$ cat config.mk
export PLATFORM = sky130hd
export DESIGN_NAME = tri_bbox_scanner
export DESIGN_NICKNAME = d
export VERILOG_FILES = /design/src/rtl/tri_bbox_scanner.sv
export SDC_FILE = /design/constraint.sdc
export NUM_CORES = 1
export LEC_CHECK = 0
export BUFFER_PORTS_ARGS = -buffer_cell sky130_fd_sc_hd__buf_2
export CAP_MARGIN = 20
export CORE_MARGIN = 4
export CORE_UTILIZATION = 63
export DETAILED_ROUTE_END_ITERATION = 10
export PLACE_DENSITY_LB_ADDON = 0.08
export SYNTH_ARGS = -nofsm -noshare
export SYNTH_HDL_FRONTEND = slang
export SYNTH_SLANG_ARGS = --single-unit
$ cat constraint.sdc
create_clock -name clk -period 28 [get_ports clk]
set_clock_uncertainty 0.05 [all_clocks]
set_input_delay 5.6 -clock clk [delete_from_list [all_inputs] [get_ports clk]]
set_output_delay 5.6 -clock clk [all_outputs]
set_load 0.05 [all_outputs]
$ cat src/rtl/tri_bbox_scanner.sv
// Triangle bounding-box scanner: accepts a triangle, clamps its box to the screen and streams every pixel in raster order.
// Packing: point = {x[31:0], y[31:0]}, triangle = {a, b, c}. Optional back-face culling: TRI_BBOX_SCANNER_BACKFACE_CULL_EN.
module tri_bbox_scanner #(
   parameter int SCREEN_W = 640,
   parameter int SCREEN_H = 480
) (
   input  logic         clk,
   input  logic         rst,
   input  logic [191:0] in_tri_i,
   input  logic         in_valid_i,
   output logic         in_ready_o,
   output logic [191:0] out_tri_o,
   output logic [63:0]  out_point_o,
   output logic         out_valid_o,
   input  logic         out_ready_i,
   output logic         out_last_o,
   output logic         busy_o
);

   typedef enum logic [1:0] {ST_IDLE, ST_BBOX, ST_SCAN} state_e;

   localparam logic signed [31:0] X_LIM = 32'(SCREEN_W - 1);
   localparam logic signed [31:0] Y_LIM = 32'(SCREEN_H - 1);

   function automatic logic signed [31:0] min2(input logic signed [31:0] p, input logic signed [31:0] q);
      return (p < q) ? p : q;
   endfunction

   function automatic logic signed [31:0] max2(input logic signed [31:0] p, input logic signed [31:0] q);
      return (p > q) ? p : q;
   endfunction

   state_e              state_q, state_d;
   logic [191:0]        tri_q, tri_d;
   logic signed [31:0]  cur_x_q, cur_x_d, cur_y_q, cur_y_d;
   logic signed [31:0]  xmin_q, xmin_d, xmax_q, xmax_d, ymax_q, ymax_d;
   logic                last_q, last_d;

   logic signed [31:0]  ax, ay, bx, by, cx, cy;
   logic signed [31:0]  bb_xmin, bb_xmax, bb_ymin, bb_ymax;
   logic signed [31:0]  nx, ny;
   logic                box_empty, cull;
`ifdef TRI_BBOX_SCANNER_BACKFACE_CULL_EN
   logic signed [65:0]  edge_val;
`endif

   assign ax = tri_q[191:160];
   assign ay = tri_q[159:128];
   assign bx = tri_q[127:96];
   assign by = tri_q[95:64];
   assign cx = tri_q[63:32];
   assign cy = tri_q[31:0];

   assign bb_xmin   = max2(min2(ax, min2(bx, cx)), 32'sd0);
   assign bb_xmax   = min2(max2(ax, max2(bx, cx)), X_LIM);
   assign bb_ymin   = max2(min2(ay, min2(by, cy)), 32'sd0);
   assign bb_ymax   = min2(max2(ay, max2(by, cy)), Y_LIM);
   assign box_empty = (bb_xmin > bb_xmax) || (bb_ymin > bb_ymax);

   // Wide products so extreme coordinates cannot flip the sign of the edge function.
`ifdef TRI_BBOX_SCANNER_BACKFACE_CULL_EN
   assign edge_val = (66'(bx) - 66'(ax)) * (66'(cy) - 66'(ay))
                   - (66'(by) - 66'(ay)) * (66'(cx) - 66'(ax));
   assign cull     = (edge_val <= 66'sd0);
`else
   assign cull     = 1'b0;
`endif

   always_comb begin
      // NOTE: every variable gets a default before the case so no path leaves it unassigned (no latches).
      state_d = state_q;
      tri_d   = tri_q;
      cur_x_d = cur_x_q;
      cur_y_d = cur_y_q;
      xmin_d  = xmin_q;
      xmax_d  = xmax_q;
      ymax_d  = ymax_q;
      last_d  = last_q;
      nx      = cur_x_q;
      ny      = cur_y_q;
      case (state_q)
         ST_IDLE: begin
            if (in_valid_i) begin
               tri_d   = in_tri_i;
               state_d = ST_BBOX;
            end
         end
         ST_BBOX: begin
            if (box_empty || cull) begin
               state_d = ST_IDLE;
            end else begin
               cur_x_d = bb_xmin;
               cur_y_d = bb_ymin;
               xmin_d  = bb_xmin;
               xmax_d  = bb_xmax;
               ymax_d  = bb_ymax;
               last_d  = (bb_xmin == bb_xmax) && (bb_ymin == bb_ymax);
               state_d = ST_SCAN;
            end
         end
         ST_SCAN: begin
            if (out_ready_i) begin
               if (last_q) begin
                  last_d  = 1'b0;
                  state_d = ST_IDLE;
               end else begin
                  if (cur_x_q == xmax_q) begin
                     nx = xmin_q;
                     ny = cur_y_q + 32'sd1;
                  end else begin
                     nx = cur_x_q + 32'sd1;
                  end
                  cur_x_d = nx;
                  cur_y_d = ny;
                  last_d  = (nx == xmax_q) && (ny == ymax_q);
               end
            end
         end
         default: state_d = ST_IDLE;
      endcase
   end

   always_ff @(posedge clk or posedge rst) begin
      if (rst) begin
         state_q <= ST_IDLE;
         tri_q   <= '0;
         cur_x_q <= '0;
         cur_y_q <= '0;
         xmin_q  <= '0;
         xmax_q  <= '0;
         ymax_q  <= '0;
         last_q  <= 1'b0;
      end else begin
         // NOTE: non-blocking assignments so every register updates from the pre-edge values.
         state_q <= state_d;
         tri_q   <= tri_d;
         cur_x_q <= cur_x_d;
         cur_y_q <= cur_y_d;
         xmin_q  <= xmin_d;
         xmax_q  <= xmax_d;
         ymax_q  <= ymax_d;
         last_q  <= last_d;
      end
   end

   assign in_ready_o  = (state_q == ST_IDLE);
   assign busy_o      = (state_q != ST_IDLE);
   assign out_valid_o = (state_q == ST_SCAN);
   assign out_last_o  = last_q;
   assign out_tri_o   = tri_q;
   assign out_point_o = {cur_x_q, cur_y_q};

endmodule

# [Yosys cells after proc, flatten, opt, wreduce, memory -nomap -nowiden]
# Index checks and enable logic that the tools add are counted.
# W data, S select, Z words.
[totals] reg_bits=355 latch_bits=0 ramBits=0 rom_bits=0 in_bits=196 out_inout_bits=260 mem_count=0
[op_classes] add_sub_neg=2 multipliers=0 n_div=0 order_cmp=14 n_eq_ne=12 shift=0 n_mux=37 n_bitwise=1 reduce_logical=11
[op_table] cell="$mux W32" count=26
[op_table] cell="$gt A32 B32 Y1" count=6
[op_table] cell="$eq A32 B32 Y1" count=5
[op_table] cell="$lt A32 B32 Y1" count=4
[op_table] cell="$pmux W32 S2" count=2
[op_table] cell="$add A32 B2 Y32 const B" count=2
[op_table] cell="$gt A32 B1 Y1 const B" count=2
[op_table] cell="$lt A32 B10 Y1 const B" count=1
[op_table] cell="$lt A32 B11 Y1 const B" count=1
[op_table] cell="$mux W2" count=4
[op_table] cell="$ne A2 B2 Y1 const B" count=3
[op_table] cell="$pmux W2 S3" count=1
[op_table] cell="$reduce_and A3 Y1" count=2
[op_table] cell="$ne A2 B1 Y1 const B" count=2
[op_table] cell="$reduce_and A2 Y1" count=2
[op_table] cell="$reduce_and A4 Y1" count=1
[op_table] cell="$reduce_bool A2 Y1" count=2
[op_table] cell="$mux W1" count=3
[op_table] cell="$eq A2 B1 Y1 const B" count=1
[op_table] cell="$eq A2 B2 Y1 const B" count=1
[op_table] cell="$logic_and A1 B1 Y1" count=2
[op_table] cell="$logic_not A2 Y1" count=1
[op_table] cell="$pmux W1 S2" count=1
[op_table] cell="$logic_or A1 B1 Y1" count=1
[op_table] cell="$not A1 Y1" count=1

# [Depth between registers and ports, before layout]
[logic_depth] ltp_word=10 ltp_mapped=42

# [Least setup slack after synthesis]
# OpenSTA, ideal clock, no wires.
[synth_path] kind="flip-flop to flip-flop" startpoint="register tri_q[46], in the netlist out_tri_o[46]" endpoint="register cur_x_q[17]" t_arrival_ps=8903 required_ps=27824 path_slack_ps=18921 stages_incl_launch_ff=41 path_buffers=8 synth_period_minus_slack_ps=9079 cell_sequence="dfrtp_1 inv_1 ha_1 a21oi_1 nand2_1 a221oi_1 a31oi_1 or3_1 o21ai_2 buf_4 buf_2 mux2i_1 ha_1 nand4_1 or2_2 nor3_1 nand2_1 o41a_1 [... 5 more ...] a21oi_1 ha_1 buf_1 clkbuf_1 a211o_1 ha_1 a21o_1 a21o_1 a221oi_1 o221ai_1 a211o_1 o32a_1 a22oi_2 or2_1 buf_2 buf_2 nor3_1 a221o_1"
[synth_via] elab_chain_len=10 elab_cells_between_ends=18 cone_classes="order compare (7); eq/ne (1); mux (8); reduce/logical (2)"
[synth_rtl] element="from (decl)" line_no="34" rtl="logic [191:0] tri_q, tri_d;"
[synth_rtl] element="from (signal assigned)" line_no="136" rtl="tri_q <= tri_d;"
[synth_rtl] element="$lt A32 B32 Y1 / $gt A32 B32 Y1 (equally long branches)" line_no="26, 30"
[synth_rtl] element="$mux W32, on equally long branches" line_no="26, 30"
[synth_rtl] element="$lt A32 B32 Y1 / $gt A32 B32 Y1 (equally long branches)" line_no="26, 30"
[synth_rtl] element="$mux W32, on equally long branches" line_no="26, 30"
[synth_rtl] element="$gt A32 B1 Y1 / $lt A32 B11 Y1 (equally long branches)" line_no="30, 26"
[synth_rtl] element="$mux W32, on equally long branches" line_no="30, 26"
[synth_rtl] element="$gt A32 B32 Y1" line_no="58" rtl="assign box_empty = (bb_xmin > bb_xmax) || (bb_ymin > bb_ymax);"
[synth_rtl] element="$logic_or A1 B1 Y1" line_no="58"
[synth_rtl] element="$ne A2 B2 Y1 (no source line)"
[synth_rtl] element="$reduce_and A4 Y1 (no source line)"
[synth_rtl] element="to (signal assigned)" line_no="137" rtl="cur_x_q <= cur_x_d;"
[synth_rtl] element="to (decl)" line_no="35" rtl="logic signed [31:0] cur_x_q, cur_x_d, cur_y_q, cur_y_d;"
# Several ways; a longest one is shown, not always the timed one. The select of a mux whose other input is x is not followed.
# A chain may end at the register's enable or synchronous reset.

# [Worst setup path after layout]
[layout_path] startpoint="register tri_q[31], in the netlist out_tri_o[31]" endpoint="register cur_y_q[4]"
[layout_via] elab_chain_len=10 elab_cells_between_ends=18 cone_classes="order compare (7); eq/ne (1); mux (8); reduce/logical (2)"
[layout_rtl] element="$lt A32 B32 Y1 / $gt A32 B32 Y1 (equally long branches)" line_no="26, 30"
[layout_rtl] element="$mux W32, on equally long branches" line_no="26, 30"
[layout_rtl] element="$lt A32 B32 Y1 / $gt A32 B32 Y1 (equally long branches)" line_no="26, 30"
[layout_rtl] element="$mux W32, on equally long branches" line_no="26, 30"
[layout_rtl] element="$gt A32 B1 Y1 / $lt A32 B10 Y1 (equally long branches)" line_no="30, 26"
[layout_rtl] element="$mux W32, on equally long branches" line_no="30, 26"
[layout_rtl] element="$gt A32 B32 Y1" line_no="58"
[layout_rtl] element="$logic_or A1 B1 Y1" line_no="58"
[layout_rtl] element="$ne A2 B2 Y1 (no source line)"
[layout_rtl] element="$reduce_and A4 Y1 (no source line)"
[layout_rtl] element="to (signal assigned)" line_no="138" rtl="cur_y_q <= cur_y_d;"
[layout_rtl] element="to (decl)" line_no="35"
# Several ways; a longest one is shown, not always the timed one. The select of a mux whose other input is x is not followed.

==> out/results.ini <==
[run_status]
outcome = finished clean

[global_routing]
grt_antenna_before_repair = 1
grt_usage_pct = 45.27
grt-ovfl-total = 0
grt_first_pass_wirelength_um = 164400
grt_pass1_vias = 26736
grt_max_degree = 164

[route]
first_pass_iters = 9
wl_per_cell_um = 27.55
routed-via-count = 27978
drt_drc = 0
totalWireLength_um = 110100
detailedRoute.firstIterationViolations = 5018
via_per_inst = 7.002
postRouteAntennaNets = 0

[logic_synthesis]
ys_ff_latch = 355
synth_cells = 3025
async_flop_share_pct = 100.0
synth_seq_area_share_pct = 32.60
synth_edf_count = 0
synthesis.yosys.warnings = 0
yosysTopAreaCell = sky130_fd_sc_hd__dfrtp_1
area_of_the_mapped_netlist_mm2 = 0.02725
synth_most_common_cell = sky130_fd_sc_hd__dfrtp_1
netlist_top_cells_count = 355 x sky130_fd_sc_hd__dfrtp_1, 274 x sky130_fd_sc_hd__nand2_1, 258 x sky130_fd_sc_hd__ha_1, 206 x sky130_fd_sc_hd__o21ai_0, 202 x sky130_fd_sc_hd__nor2_1
synth_flop_cell = sky130_fd_sc_hd__dfrtp_1
syn_nets = 3479
cells_taking_the_most_area_after_synthesis = sky130_fd_sc_hd__dfrtp_1 33%, sky130_fd_sc_hd__ha_1 12%, sky130_fd_sc_hd__mux2_2 6.6%, sky130_fd_sc_hd__mux2i_1 4.3%, sky130_fd_sc_hd__o21ai_0 3.8%
syn_avg_cell_area_um2 = 9.009
yosysTopAreaCellShare_pct = 32.60
synth.lib_cells_used.distinct = 92

[clock_tree]
cts-buffers-inserted = 43
cts_max_level = 2
clock_sinks = 355
clkLatencyLatePin_ps = 590
clock-root-buffer = sky130_fd_sc_hd__clkbuf_16
worst_setup_hold_path_clk_slew_ps = 60
cts.path.max_buffers = 3
hold_buffers = 0
cts_setup_buffers = 0
ctsResizeCount = 0
cts_tree = built

[final_layout]
nets = 3843
syn_to_final_growth_pct = 14.68
post_route_cells_drive_above_1_share_pct = 22.73
fill_cells = 3082

[critical_path]
reg2reg_slack_ps = 15240
r2r-end = cur_y_q[4]
worst-path-buf-inv = 4
crit_type = reg2reg
critical_path_rt_ps = 28410
cp-start-kind = flip-flop
reg2reg_from = out_tri_o[31]
critical_path_peak_fanout = 62
critPathArrivalTime_ps = 13170
slowest_stage = sky130_fd_sc_hd__or2_2
critical_path_max_stage_delay_ps = 1000
reg2regPathDepth = 33
crit_path_end_kind = flip-flop
crit_family = simple AND/OR/NAND/NOR gates
timing.critical_path.mode_cell = sky130_fd_sc_hd__ha_1

[worst_hold_path]
hp-class = reg2reg
holdCritStartpoint = xmin_q[24]
min_to = xmin_q[24]
min_path_cells = 1

[timing]
rsz0062_at_grt = false
max_freq_mhz = 78.39
period_share_pct = 45.56
timing_worst_slew_pin_value_ps = 1142
timing.final.hold_violations = 0
relSlewSlack_pct = 23.90
setup_viol = 0
min_period_ps = 12760
setup_total_negative_slack_ps = 0
pins_over_their_slew_limit = 0

[floorplan]
initial_core_utilization_pct = 64.39
dieWidth_um = 216.0
coreArea_mm2 = 0.04232
floorplan.rows = 75
die_height_um = 216.0
die_area_mm2 = 0.04665
ioPinCount = 456

[place]
finalWeightedCongestion = 1.066
detailed_place_hpwl_um = 82940
io_buffers = 455

[run]
number_of_violations_of_the_max_capacitance_limit = 0

sequential cells by signal, summed over array words and instances, names as in the netlist:
signal,flops
out_last_o,1
xmax_q,32
out_tri_o,192
ymax_q,32
xmin_q,32
cur_x_q,32
cur_y_q,32
state_q,2
metal layers:
| layer | track usage, % | vias to the layer above | share of wire, % |
|---|---|---|---|
| met1 | 63.48 | 13415 | 39 |
| met4 | 19.03 | 0 | 5.6 |
| met3 | 12.24 | 414 | 14 |
| met5 | 0 | - | 0 |
| met2 | 66.44 | 2285 | 42 |
| li1 | - | 11864 | - |
area by class of cell:
type,instances,area [µm²],share of cell area [%]
Clock inverter,16,222.7,0.7126
Sequential cell,355,8884,28.42
Clock buffer,58,1202,3.847
Timing Repair Buffer,482,2516,8.051
Antenna cell,1,2.502,0.008007
Inverter,136,518.0,1.657
Tap cell,577,721.9,2.310
Multi-Input combinational cell,2371,17190,54.99
worst register-to-register path: cells and delay by family, from the launching register on:
family | cells | cell delay [ps]
compound gates | 8 | 3000
mux | 2 | 900
simple gates | 15 | 5670
flops | 1 | 400
buf+inv | 4 | 1200
fa+ha+maj | 4 | 1440
worst max-delay path by stage:
stage	from	to	depth (start not counted)
6_report	out_tri_o[31]	cur_y_q[4]	33
5_1_grt	out_tri_o[31]	cur_y_q[24]	34
3_3_place_gp	out_tri_o[31]	cur_y_q[13]	34
4_1_cts	out_tri_o[31]	cur_y_q[5]	34
2_1_floorplan	rst	cur_x_q[0]	1
3_5_place_dp	out_tri_o[31]	cur_y_q[5]	34
metrics by stage:
step	area (µm²)	setup WS [ps]	utilization (%)	hold slack, ps	std cells
after floorplan	27250	12500	-	402.8	3025
after global placement	29790	16070	70.38	434.8	3919
after detailed placement	29790	15650	70.38	443.5	3919
after CTS	31210	15620	73.75	459.6	3993
after global routing	31250	14500	73.84	474.4	3996
final	31250	15240	73.84	461.7	3996
layout by cell type, fill, tap and decap left out, types with 78 or more instances in the layout:
cell type                 instances
sky130_fd_sc_hd__ha_1           258
sky130_fd_sc_hd__a21oi_1        152
sky130_fd_sc_hd__mux2i_1        116
sky130_fd_sc_hd__o21ai_0        206
sky130_fd_sc_hd__nand2_1        273
sky130_fd_sc_hd__mux2_2         160
sky130_fd_sc_hd__inv_1          133
sky130_fd_sc_hd__nand4_1         78
sky130_fd_sc_hd__nor2_1         202
sky130_fd_sc_hd__buf_2          455
sky130_fd_sc_hd__dfrtp_1        355
cells by family (layout without fill, tap and decap cells):
family                   Yosys count  after routing  synth area share, %
AO/OA/AOI/OAI                    692            692                16.62
XOR/XNOR                         131            131                4.210
adder cells (fa/ha/maj)          258            258                11.85
buffers and inverters            299            692                4.522
flip-flops                       355            355                32.60
multiplexers                     276            276                10.87
other                              1              2              0.01376
AND/OR/NAND/NOR                 1013           1013                19.32
Power is not shown: default switching activity piles up to over one toggle a cycle in this logic, so the estimate is an artifact.
